[config.mk]
export PLATFORM = sky130hd
export DESIGN_NAME = event_flasher
export DESIGN_NICKNAME = d
export VERILOG_FILES = /design/src/rtl/vending_pkg.sv /design/src/rtl/flash_timer.sv /design/src/rtl/event_flasher.sv
export SDC_FILE = /design/constraint.sdc
export NUM_CORES = 1
export LEC_CHECK = 0
export ABC_AREA = 1
export CAP_MARGIN = 20
export CORE_UTILIZATION = 68
export CTS_CLUSTER_DIAMETER = 100
export DETAILED_ROUTE_END_ITERATION = 12
export DONT_BUFFER_PORTS = 1
export PLACE_DENSITY = 0.95
export SETUP_SLACK_MARGIN = 0.5
export SYNTH_ARGS = -nofsm -noshare
export SYNTH_HDL_FRONTEND = slang
export SYNTH_SLANG_ARGS = --single-unit
[constraint.sdc]
create_clock -name clk -period 5.1 [get_ports clk]
set_input_delay 1.53 -clock clk [delete_from_list [all_inputs] [get_ports clk]]
set_output_delay 1.53 -clock clk [all_outputs]
set_load 0.01 [all_outputs]
[src/rtl/vending_pkg.sv]
// Constants and state encoding shared by the vending machine front-panel blocks
// (debouncer, event flasher).
package vending_pkg;

  localparam int CLK_HZ             = 40000000;
  localparam int DEBOUNCE_CYCLES    = CLK_HZ / 50;
  localparam int DEFAULT_ON_CYCLES  = CLK_HZ / 4;
  localparam int DEFAULT_OFF_CYCLES = CLK_HZ / 10;

  typedef enum logic [1:0] {
    IDLE = 2'd0,
    ON   = 2'd1,
    GAP  = 2'd2
  } flasher_state_t;

endpackage

[src/rtl/flash_timer.sv]
// Loadable down-counter shared by the flash and gap phases; done is high
// combinationally whenever the count sits at zero.
module flash_timer #(
  parameter int CNT_W = 24
) (
  input  logic             clk,
  input  logic             rst_n,
  input  logic             load,
  input  logic [CNT_W-1:0] load_value,
  input  logic             enable,
  output logic             done
);

  logic [CNT_W-1:0] count;

  always_ff @(posedge clk or negedge rst_n) begin
    if (!rst_n) begin
      count <= '0;
    end else if (load) begin
      count <= load_value;
    end else if (enable && count != '0) begin
      count <= count - 1'b1;
    end
  end

  assign done = (count == '0);

endmodule

[src/rtl/event_flasher.sv]
// Stretches one-cycle event strobes into fixed-length LED flashes, queueing
// events that arrive mid-flash and replaying them after a dark gap.
module event_flasher
  import vending_pkg::*;
#(
  parameter int ON_CYCLES   = DEFAULT_ON_CYCLES,
  parameter int OFF_CYCLES  = DEFAULT_OFF_CYCLES,
  parameter int MAX_PENDING = 7,
  parameter int CNT_W       = 24,
  parameter int PEND_W      = 3
) (
  input  logic              clk,
  input  logic              rst_n,
  input  logic              event_pulse,
  input  logic              clear,
  output logic              led,
  output logic              busy,
  output logic [PEND_W-1:0] pending,
  output logic              overflow
);

  localparam logic [CNT_W-1:0]  ON_LOAD  = CNT_W'(ON_CYCLES - 1);
  localparam logic [CNT_W-1:0]  OFF_LOAD = CNT_W'(OFF_CYCLES - 1);
  localparam logic [PEND_W-1:0] PEND_MAX = PEND_W'(MAX_PENDING);

  flasher_state_t   state;
  logic             timer_load;
  logic [CNT_W-1:0] timer_value;
  logic             timer_enable;
  logic             timer_done;

  flash_timer #(.CNT_W(CNT_W)) u_timer (
    .clk        (clk),
    .rst_n      (rst_n),
    .load       (timer_load),
    .load_value (timer_value),
    .enable     (timer_enable),
    .done       (timer_done)
  );

  // A clear loads zero so the timer is parked exactly as after reset.
  always_comb begin
    timer_load   = 1'b0;
    timer_value  = '0;
    timer_enable = 1'b0;
    if (clear) begin
      timer_load = 1'b1;
    end else begin
      unique case (state)
        IDLE: begin
          if (event_pulse) begin
            timer_load  = 1'b1;
            timer_value = ON_LOAD;
          end
        end
        ON: begin
          if (timer_done) begin
            timer_load  = 1'b1;
            timer_value = OFF_LOAD;
          end else begin
            timer_enable = 1'b1;
          end
        end
        GAP: begin
          if (timer_done && (pending != '0 || event_pulse)) begin
            timer_load  = 1'b1;
            timer_value = ON_LOAD;
          end else begin
            timer_enable = 1'b1;
          end
        end
        default: ;
      endcase
    end
  end

  // An event at the end of an empty gap restarts directly, as if from IDLE.
  always_ff @(posedge clk or negedge rst_n) begin
    if (!rst_n) begin
      state    <= IDLE;
      led      <= 1'b0;
      pending  <= '0;
      overflow <= 1'b0;
    end else begin
      overflow <= 1'b0;
      if (clear) begin
        state   <= IDLE;
        led     <= 1'b0;
        pending <= '0;
      end else begin
        unique case (state)
          IDLE: begin
            if (event_pulse) begin
              state <= ON;
              led   <= 1'b1;
            end
          end
          ON: begin
            if (event_pulse) begin
              if (pending == PEND_MAX) overflow <= 1'b1;
              else                     pending  <= pending + 1'b1;
            end
            if (timer_done) begin
              state <= GAP;
              led   <= 1'b0;
            end
          end
          GAP: begin
            if (timer_done) begin
              if (pending != '0) begin
                state <= ON;
                led   <= 1'b1;
                if (!event_pulse) pending <= pending - 1'b1;
              end else if (event_pulse) begin
                state <= ON;
                led   <= 1'b1;
              end else begin
                state <= IDLE;
              end
            end else if (event_pulse) begin
              if (pending == PEND_MAX) overflow <= 1'b1;
              else                     pending  <= pending + 1'b1;
            end
          end
          default: state <= IDLE;
        endcase
      end
    end
  end

  assign busy = (state != IDLE);

endmodule

==> run metrics <==
result of the run finished clean; longest individual stage delay on the worst path between 0.4 and 0.5 ns; GRT met1 Usage between 40% and 50%; filler cell count ~240; largest net degree at the start of global routing 32; number of ports placed on the die boundary 10; Worst-Skew Late Latency approximately 0.34 ns; number of standard cells after synthesis between 300 and 400; power per standard cell area about 570 mW/mm2; fraction of the cycle the final worst path needs between 50% and 60%; DIE HEIGHT 59.68 um; final hold vios 0; worst slew slack as a fraction of its limit between 50% and 60%; Net Count, Synth approximately 330; most frequent cell on the critical path sky130_fd_sc_hd__inv_1; hold slack about 0.57 ns; kind of cell with the highest combined delay on the critical path flip-flops; Sinks on Clock Net 31; Avg Vias per Cell between 5 and 6; number of remaining DRC errors 0; top cells by instance count after synthesis sky130_fd_sc_hd__nand2_1 (100), sky130_fd_sc_hd__nor2_1 (42), sky130_fd_sc_hd__dfrtp_1 (31); Overall Global Routing Usage a little under a third; post-CTS resize count 0; antenna-violating nets left 0; total of endpoints with negative setup slack in the final report 0; number of H-tree levels 2; proportion of netlist area held by the largest area contributor roughly 34%; post-synth top area cell sky130_fd_sc_hd__dfrtp_1; final core utilization 75.73%; number of hold buffers added after CTS 0; Req. time, crit path roughly 3.6 ns; #FFs+latches synth 31; Remaining Overflow, GRT 0; number of max-cap violations 0; post-detailed-route wirelength per cell about 14 um; Post-synth EDFFs 0; register area share after synthesis 34.29%; Die Span X 59.68 um; mean instance size in the synthesized netlist 7.069 um2; Post-DP HPWL 3717 um; share of flip-flops with an asynchronous set or reset after synthesis between 90% and 100%; setup skew after layout roughly 0.018 ns; met2 Resource Use GR 49.21%; slowest cell on the critical path sky130_fd_sc_hd__dfrtp_1; Detailed Routing Iterations Pass 1 7; global placer's final weighted congestion 0.9608; number of antenna violations at the first check in global routing 0; main area contributors after synthesis sky130_fd_sc_hd__dfrtp_1 (34%), sky130_fd_sc_hd__nand2_1 (17%), sky130_fd_sc_hd__nor2_1 (7.0%); count of nets after finishing about 330; Least-Margin Pin Slew 0.6662 ns; ordered cell list for the critical path inv_1 > ha_1 > inv_1; GR met3 Demand/Resource about 6.3%; pins over their slew limit 0; number of port buffers 0; IR drop worst, VDD 0.3058 mV; final WL 4984 um; CORE AREA slightly above 0.003 mm2; CTS clock-pin slew for the worst setup and hold paths around 0.11 ns; layout overhead on the synthesized area 3.872%; maximum operating frequency roughly 360 MHz; Main synth FF type sky130_fd_sc_hd__dfrtp_1; number of design-rule violations left by the first detailed-router iteration around 150; final critical delay including setup and external delays ~2.8 ns; standard-cell rows 20; GRT busiest layer met2; ratio of cells with drive above 1 in the final layout 8.100%; TritonCTS Buffers 5; global-route wire length before repair between 8000 and 9000 um; unrepaired setup endpoints after global routing no; clock root buffer sky130_fd_sc_hd__clkbuf_4; number of post-CTS setup repair buffers 0; final total negative setup slack 0 ns; CP Buf/Inv Count 2; Crit. End Element output port; ant diodes 0; largest buffer count on any clock path 2; TritonCTS clock tree yes; top fanout value on the critical path 5; reported leakage power between 1 and 1.5 nW; Die Area 0.003561 mm2; vias after detailed routing approximately 2100; starting utilization of the core area between 70 and 80%; number of global-route vias before repair between 1500 and 2000; data arrival at the endpoint of the critical path 1.24 ns; worst min-delay path class flop to flop; most frequent cell after synthesis sky130_fd_sc_hd__nand2_1; Synthesis Warnings 0; Worst setup SP type flop; CP Class flop to output port; distinct cell type count after synthesis 31; Synth Cell Area ~0.0023 mm2
placed cells by master (no fill, tap or decap), types with 2 or more instances in the layout:
cell / n
sky130_fd_sc_hd__a21oi_1: 11
sky130_fd_sc_hd__clkbuf_4: 5
sky130_fd_sc_hd__dfrtp_1: 31
sky130_fd_sc_hd__ha_1: 10
sky130_fd_sc_hd__inv_1: 28
sky130_fd_sc_hd__inv_2: 3
sky130_fd_sc_hd__nand2_1: 100
sky130_fd_sc_hd__nand2_2: 4
sky130_fd_sc_hd__nand3_1: 20
sky130_fd_sc_hd__nand3_2: 2
sky130_fd_sc_hd__nand3_4: 2
sky130_fd_sc_hd__nand4_1: 8
sky130_fd_sc_hd__nor2_1: 42
sky130_fd_sc_hd__nor2_2: 2
sky130_fd_sc_hd__nor3_1: 3
sky130_fd_sc_hd__nor3_2: 2
sky130_fd_sc_hd__o21ai_0: 9
sky130_fd_sc_hd__o21ai_1: 7
sky130_fd_sc_hd__o21ai_2: 2
sky130_fd_sc_hd__o22ai_1: 2
sky130_fd_sc_hd__xnor2_1: 9
sky130_fd_sc_hd__xor2_1: 11
worst paths after layout:
path,startpoint,cells past startpoint,slack [ns],end
setup / recovery,state[0]$_DFFE_PN0P_,3,2.33,busy
hold / removal,u_timer.count[9]$_DFFE_PN0P_,2,0.57,u_timer.count[9]$_DFFE_PN0P_
setup reg to reg,u_timer.count[10]$_DFFE_PN0P_,12,2.86,u_timer.count[16]$_DFFE_PN0P_
hold reg to reg,u_timer.count[9]$_DFFE_PN0P_,2,0.57,u_timer.count[9]$_DFFE_PN0P_
max in group asynchronous,rst_n,0,4.14,u_timer.count[17]$_DFFE_PN0P_
min in group asynchronous,rst_n,0,0.86,led$_DFFE_PN0P_
metal layers:
layer | up-vias | share of wire (%)
met1 | 959 | 45
met4 | 0 | 2.6
met3 | 22 | 6.8
met2 | 82 | 46
met5 | - | 0
li1 | 1025 | -
metrics by stage:
step	power [mW]	instances	cell area, um2	worst slack, ns
2_1_floorplan	0.9979	320	2262	2.489
3_3_place_gp	1.097	357	2263	2.238
3_5_place_dp	1.120	357	2263	2.144
4_1_cts	1.329	365	2350	2.356
5_1_grt	1.463	365	2350	2.264
6_report	1.341	365	2350	2.329
final cells by class:
| cell class | count | area, um2 | area share (%) |
|---|---|---|---|
| clock buffers | 6 | 51.30 | 2.183 |
| clock inverters | 2 | 35.03 | 1.491 |
| inverters | 31 | 116.4 | 4.952 |
| multi-input cells | 251 | 1316 | 56.02 |
| flip-flops and latches | 31 | 775.7 | 33.01 |
| well taps | 44 | 55.05 | 2.343 |
flip-flops by register name, summed over array words and instances, names as in the netlist:
| signal | flops |
|---|---|
| state | 2 |
| overflow | 1 |
| pending | 3 |
| led | 1 |
| u_timer.count | 24 |
cells by family after synthesis:
kind of cell / count (synthesis) / synth area share, %
flip-flops: 31 / 34.29
AND/OR/NAND/NOR: 188 / 36.89
AO/OA/AOI/OAI: 33 / 8.020
XOR/XNOR: 20 / 7.743
buffers and inverters: 38 / 7.522
adder cells (fa/ha/maj): 10 / 5.531
worst min-delay path: stages (launching register included):
cell	delay [ns]
sky130_fd_sc_hd__dfrtp_1	0.42
sky130_fd_sc_hd__nand2_1	0.07
sky130_fd_sc_hd__nand2_1	0.06
report_power, final:
group / total (mW) / internal (mW) / switching, mW / leakage (nW)
clock network: 0.206 / 0.116 / 0.0899 / 0.0482
registers: 0.402 / 0.320 / 0.0825 / 0.413
logic: 0.733 / 0.247 / 0.487 / 0.751
Note: power is estimated with default switching activity, not from simulation.
